[src/rtl/pipe_hazard_ctrl.sv]
// Stall/flush controller for the five-stage pipeline: memory wait, divide occupancy,
// taken branch and load-use, in that priority, plus stall and memory-timeout bookkeeping.
module pipe_hazard_ctrl #(
    parameter int DIV_CYCLES  = 32,
    parameter int MEM_TIMEOUT = 1024
) (
    input  logic        clk,
    input  logic        rst,
    input  logic [4:0]  id_rs,
    input  logic [4:0]  id_rt,
    input  logic        id_uses_rs,
    input  logic        id_uses_rt,
    input  logic        ex_mem_read,
    input  logic [4:0]  ex_rd,
    input  logic        ex_branch_taken,
    input  logic        ex_div_start,
    input  logic        mem_req,
    input  logic        mem_ready,
    output logic        pc_wr,
    output logic        ifid_wr,
    output logic        idex_wr,
    output logic        exmem_wr,
    output logic        memwb_wr,
    output logic        ifid_flush,
    output logic        idex_flush,
    output logic        exmem_flush,
    output logic        memwb_flush,
    output logic        div_done,
    output logic        mem_timeout,
    output logic [31:0] stall_count
);

    localparam int DCW = $clog2(DIV_CYCLES);
    localparam int MWW = $clog2(MEM_TIMEOUT + 1);
    localparam logic [DCW-1:0] DIV_LOAD  = DCW'(DIV_CYCLES - 1);
    localparam logic [DCW-1:0] DIV_ONE   = DCW'(1);
    localparam logic [MWW-1:0] MEM_LIMIT = MWW'(MEM_TIMEOUT);
    localparam logic [MWW-1:0] MW_ONE    = MWW'(1);

    typedef enum logic [0:0] {
        RUN      = 1'b0,
        DIV_WAIT = 1'b1
    } state_t;

    state_t         state_r, state_nxt_s;
    logic [DCW-1:0] div_cnt_r, div_cnt_nxt_s;
    logic [MWW-1:0] mem_wait_cnt_r, mem_wait_nxt_s;
    logic           mem_timeout_r, mem_timeout_nxt_s;
    logic [31:0]    stall_count_r, stall_count_nxt_s;
    logic           memstall_s, divstall_s, loaduse_s, release_s;

    // Hazard conditions derived from the current state and pipeline inputs
    always_comb begin
        memstall_s = mem_req & ~mem_ready;
        divstall_s = ((state_r == RUN) & ex_div_start) |
                     ((state_r == DIV_WAIT) & (div_cnt_r != {DCW{1'b0}}));
        loaduse_s  = ex_mem_read & (ex_rd != 5'd0) &
                     ((id_uses_rs & (id_rs == ex_rd)) | (id_uses_rt & (id_rt == ex_rd)));
        release_s  = (state_r == DIV_WAIT) & (div_cnt_r == {DCW{1'b0}}) & ~memstall_s;
    end

    // Priority-resolved register enables and bubble requests
    always_comb begin
        pc_wr       = 1'b1;
        ifid_wr     = 1'b1;
        idex_wr     = 1'b1;
        exmem_wr    = 1'b1;
        memwb_wr    = 1'b1;
        ifid_flush  = 1'b0;
        idex_flush  = 1'b0;
        exmem_flush = 1'b0;
        memwb_flush = 1'b0;
        div_done    = release_s & ~rst;
        if (rst) begin
            pc_wr       = 1'b0;
            ifid_wr     = 1'b0;
            idex_wr     = 1'b0;
            exmem_wr    = 1'b0;
            memwb_wr    = 1'b0;
            ifid_flush  = 1'b1;
            idex_flush  = 1'b1;
            exmem_flush = 1'b1;
            memwb_flush = 1'b1;
        end else if (memstall_s) begin
            pc_wr       = 1'b0;
            ifid_wr     = 1'b0;
            idex_wr     = 1'b0;
            exmem_wr    = 1'b0;
            memwb_flush = 1'b1;
        end else if (divstall_s) begin
            pc_wr       = 1'b0;
            ifid_wr     = 1'b0;
            idex_wr     = 1'b0;
            exmem_flush = 1'b1;
        end else if (ex_branch_taken) begin
            ifid_flush  = 1'b1;
            idex_flush  = 1'b1;
        end else if (loaduse_s) begin
            pc_wr       = 1'b0;
            ifid_wr     = 1'b0;
            idex_flush  = 1'b1;
        end else begin
            pc_wr       = 1'b1;
        end
    end

    // Divider occupancy FSM; the counter keeps running under a memory wait
    always_comb begin
        state_nxt_s   = state_r;
        div_cnt_nxt_s = div_cnt_r;
        case (state_r)
            RUN: begin
                if (ex_div_start & ~memstall_s) begin
                    state_nxt_s   = DIV_WAIT;
                    div_cnt_nxt_s = DIV_LOAD;
                end else begin
                    state_nxt_s   = RUN;
                end
            end
            DIV_WAIT: begin
                if (div_cnt_r != {DCW{1'b0}}) begin
                    div_cnt_nxt_s = div_cnt_r - DIV_ONE;
                end else if (~memstall_s) begin
                    state_nxt_s   = RUN;
                end else begin
                    state_nxt_s   = DIV_WAIT;
                end
            end
            default: begin
                state_nxt_s   = RUN;
                div_cnt_nxt_s = {DCW{1'b0}};
            end
        endcase
    end

    // Saturating wait-run and stall counters, sticky timeout
    always_comb begin
        if (!memstall_s) begin
            mem_wait_nxt_s = {MWW{1'b0}};
        end else if (mem_wait_cnt_r == MEM_LIMIT) begin
            mem_wait_nxt_s = mem_wait_cnt_r;
        end else begin
            mem_wait_nxt_s = mem_wait_cnt_r + MW_ONE;
        end
        mem_timeout_nxt_s = mem_timeout_r | (mem_wait_nxt_s == MEM_LIMIT);
        if (!pc_wr && (stall_count_r != 32'hFFFF_FFFF)) begin
            stall_count_nxt_s = stall_count_r + 32'd1;
        end else begin
            stall_count_nxt_s = stall_count_r;
        end
    end

    // State registers
    always_ff @(posedge clk or posedge rst) begin
        if (rst) begin
            state_r        <= RUN;
            div_cnt_r      <= {DCW{1'b0}};
            mem_wait_cnt_r <= {MWW{1'b0}};
            mem_timeout_r  <= 1'b0;
            stall_count_r  <= 32'd0;
        end else begin
            state_r        <= state_nxt_s;
            div_cnt_r      <= div_cnt_nxt_s;
            mem_wait_cnt_r <= mem_wait_nxt_s;
            mem_timeout_r  <= mem_timeout_nxt_s;
            stall_count_r  <= stall_count_nxt_s;
        end
    end

    assign mem_timeout = mem_timeout_r;
    assign stall_count = stall_count_r;

endmodule
[config.mk]
export PLATFORM = sky130hd
export DESIGN_NAME = pipe_hazard_ctrl
export DESIGN_NICKNAME = d
export VERILOG_FILES = /design/src/rtl/pipe_hazard_ctrl.sv
export SDC_FILE = /design/constraint.sdc
export NUM_CORES = 1
export LEC_CHECK = 0
export ABC_AREA = 1
export CORE_AREA = 2 2 112 114
export DETAILED_ROUTE_END_ITERATION = 7
export DIE_AREA = 0 0 114 116
export HOLD_SLACK_MARGIN = 0.03
export PLACE_DENSITY = 0.57
export SYNTH_ARGS = -nofsm -noshare
export SYNTH_HDL_FRONTEND = slang
export SYNTH_SLANG_ARGS = --single-unit
[constraint.sdc]
create_clock -name clk -period 5.3 [get_ports clk]
set_clock_uncertainty 0.05 [all_clocks]
set_input_delay 1.59 -clock clk [delete_from_list [all_inputs] [get_ports clk]]
set_output_delay 1.59 -clock clk [all_outputs]
set_load 0.005 [all_outputs]
==> flow_metrics.env <==
export IMPL_status="completed"
export IMPL_die_h_um=116
export IMPL_die_w_um=114
export IMPL_initialDrtViolationCount=203
export IMPL_synthToLayoutAreaGrowth_pct=28.0
export IMPL_slowest_delay_ns=0.52
export IMPL_leakage_nw=2.34
export IMPL_multiInputGateArea_um2=1950
export IMPL_dieArea_um2=13200
export IMPL_finalSetupViolCount=0
export IMPL_nets=649
export IMPL_cts_sinks=50
export IMPL_dpl_worst_slack_ns=0.396
export IMPL_cts_repair_resized=0
export IMPL_fillers=1291
export IMPL_worstMarginPinSlew_ns=0.676
export IMPL_drv_cap=0
export IMPL_drtPass1Iterations=5
export IMPL_final_hold_viol_count=0
export IMPL_grt_ovfl_total=0
export IMPL_numCtsBuffers=5
export IMPL_async_flop_share=1.00
export IMPL_setup_slack_ns=0.417
export IMPL_crit_buf_inv=3
export IMPL_syn_area_um2=3530
export IMPL_r2r_end="stall_count[14]"
export IMPL_synth_top_cells_by_count="219 x nand2_1, 69 x inv_1, 67 x nor2_1"
export IMPL_initial_core_util=0.297
export IMPL_start_kind="input port"
export IMPL_yosysMostFrequentCell="nand2_1"
export IMPL_finalMaxSlewViolations=0
export IMPL_drt_drc_violations_left=0
export IMPL_synth_fp_nets=584
export IMPL_clock_latency_ns=0.30
export IMPL_routed_wl_mm=9.28
export IMPL_antenna_left=0
export IMPL_io_pins=67
export IMPL_holdCritPathClass="reg -> reg"
export IMPL_track_usage=0.147
export IMPL_cp_common_cell="nand2_1"
export IMPL_cp_data_required_time_ns=3.66
export IMPL_placed_cells=760
export IMPL_clock_fmax_mhz=205
export IMPL_fin_tns_setup_ns=0
export IMPL_slowest_stage="clkdlybuf4s50_1"
export IMPL_cp_cell_sequence="clkdlybuf4s50_1, inv_1, nand2_1, nand2_1, nor2_1, nand3_1, nand2_1, nand2_1, o21bai_1, clkdlybuf4s50_1"
export IMPL_finalCritPeriodShare=0.921
export IMPL_clock_path_buffers=2
export IMPL_antenna_found_initial=0
export IMPL_grt_max_degree=51
export IMPL_cp_data_arrival_time_ns=3.24
export IMPL_seq_area_um2=1250
export IMPL_synth_sequential_area_ratio=0.354
export IMPL_cts_tree="yes"
export IMPL_synthTopCellsByArea="dfrtp_1 35%, nand2_1 23%, nand3_1 8.5%, inv_1 7.3%, nor2_1 7.1%"
export IMPL_synth_top_area_cell="dfrtp_1"
export IMPL_grt_pass1_wl_mm=15.8
export IMPL_vias=3558
export IMPL_fp_coreArea_um2=11900
export IMPL_drt_vias_per_instance=4.63
export IMPL_r2r_cells=11
export IMPL_yosysTopAreaCellShare=0.354
export IMPL_ys_warn_count=0
export IMPL_synth_edf_count=0
export IMPL_irDropWorstVdd_uv=121
export IMPL_cts_root_buffer="clkbuf_16"
export IMPL_wire_per_inst_um=12.1
export IMPL_htree_levels=2
export IMPL_num_rows=40
export IMPL_drive_gt1_frac=0.0338
export IMPL_holdPathEnd="mem_timeout"
export IMPL_cts_setup_buffers=0
export IMPL_clkTransAtPathRegs_ns=0.07
export IMPL_holdCritStartpoint="mem_timeout"
export IMPL_globalplace_congestion=0.963
export IMPL_grt_pass1_vias=3291
export IMPL_reg2reg_slack_ns=2.50
export IMPL_syn_inst=555
export IMPL_diodes=0
export IMPL_rr_startpoint="stall_count[0]"
export IMPL_cp_top_family="buffers and inverters"
export IMPL_slew_limit_headroom=0.548
export IMPL_period_needed_ns=4.88
export IMPL_grt_setup_unrepaired="no"
export IMPL_dp_hpwl_mm=6.93
export IMPL_path_class="in -> out"
export IMPL_avgSynthCellArea_um2=6.37
export IMPL_ys_types=30
export IMPL_ys_seq_elements=50
export IMPL_synthFlopType="dfrtp_1"
export IMPL_cp_max_fo=4
export IMPL_stdcell_count=768
export IMPL_cp_end_kind="primary output"
export IMPL_cts_hold_buf=0
export IMPL_hold_depth=2
export IMPL_numPortBuffers=66
export IMPL_powerDensity_nw_per_um2=291
[layout by cell type, fill, tap and decap left out, drive strengths merged, types with 3 or more instances in the layout]
| cell type | instances |
|---|---|
| clkdlybuf4s50 | 66 |
| nor3 | 13 |
| o21ai | 7 |
| nand3b | 11 |
| nand2 | 222 |
| nor2 | 69 |
| xnor2 | 3 |
| inv | 71 |
| nand4 | 9 |
| clkbuf | 5 |
| dfrtp | 50 |
| xor2 | 14 |
| nand3 | 60 |
| ha | 5 |
| a21oi | 3 |
| buf | 3 |
[worst max path at each step]
| stage | start | slack [ns] | end | cells after the start |
|---|---|---|---|---|
| after floorplan | rst | 0.35 | idex_flush | 3 |
| after global placement | ex_rd[3] | 0.41 | idex_flush | 10 |
| after detailed placement | ex_rd[4] | 0.40 | idex_flush | 10 |
| after CTS | ex_rd[4] | 0.39 | idex_flush | 10 |
| after global routing | ex_rd[4] | 0.22 | idex_flush | 10 |
| final | ex_rd[4] | 0.42 | idex_flush | 10 |
[area by class of cell]
type                            count  share of cell area
Tap cell                          147              0.0407
Inverter                           71              0.0589
Sequential cell                    50               0.277
Clock buffer                        5              0.0277
Timing Repair Buffer               69               0.151
Multi-Input combinational cell    423               0.430
Clock inverter                      3              0.0152
[metrics by stage]
stage | hold slack [ns] | power [mW] | util | cell area [um2]
3_3_place_gp | 0.402 | 0.894 | 0.364 | 4330
5_1_grt | 0.474 | 1.41 | 0.380 | 4520
2_1_floorplan | 0.407 | 0.747 | - | 3530
6_report | 0.412 | 1.32 | 0.380 | 4520
4_1_cts | 0.421 | 1.34 | 0.380 | 4520
3_5_place_dp | 0.402 | 0.906 | 0.364 | 4330
[worst register-to-register path: stages, from the launching register on]
cell     delay, ns
dfrtp_1       0.48
ha_1          0.32
nand2_1       0.12
nor2_4        0.17
nand2_4       0.12
nor3_4        0.22
nand2_1       0.10
nor2_2        0.10
nand2_2       0.39
nand2_4       0.50
nand2_1       0.10
nand2_1       0.07
[routing by layer]
layer  up-vias  wire length (um)  track usage
met5         -                 0            0
met4         0               122       0.0431
met3         7               335       0.0225
met2        74              4270        0.239
met1      1618              4550        0.203
li1       1859                 -            -
[power by group]
group | internal [mW] | switching (mW)
Combinational | 0.179 | 0.216
Clock | 0.271 | 0.151
Sequential | 0.435 | 0.0622
Total | 0.886 | 0.429
[registers in the layout, indices dropped and copies added, names as in the netlist]
name,cells
div_cnt_r,5
stall_count,32
mem_wait_cnt_r,11
mem_timeout,1
state_r,1
[cell families (layout without fill, tap and decap cells)]
group / Yosys count / in the layout / share of synthesized area
flops: 50 / 50 / 0.354
buf+inv: 82 / 148 / 0.0956
compound gates: 15 / 15 / 0.0244
simple gates: 386 / 386 / 0.466
xor+xnor: 17 / 17 / 0.0421
fa+ha+maj: 5 / 5 / 0.0177
Note: power is estimated with default switching activity, not from simulation.
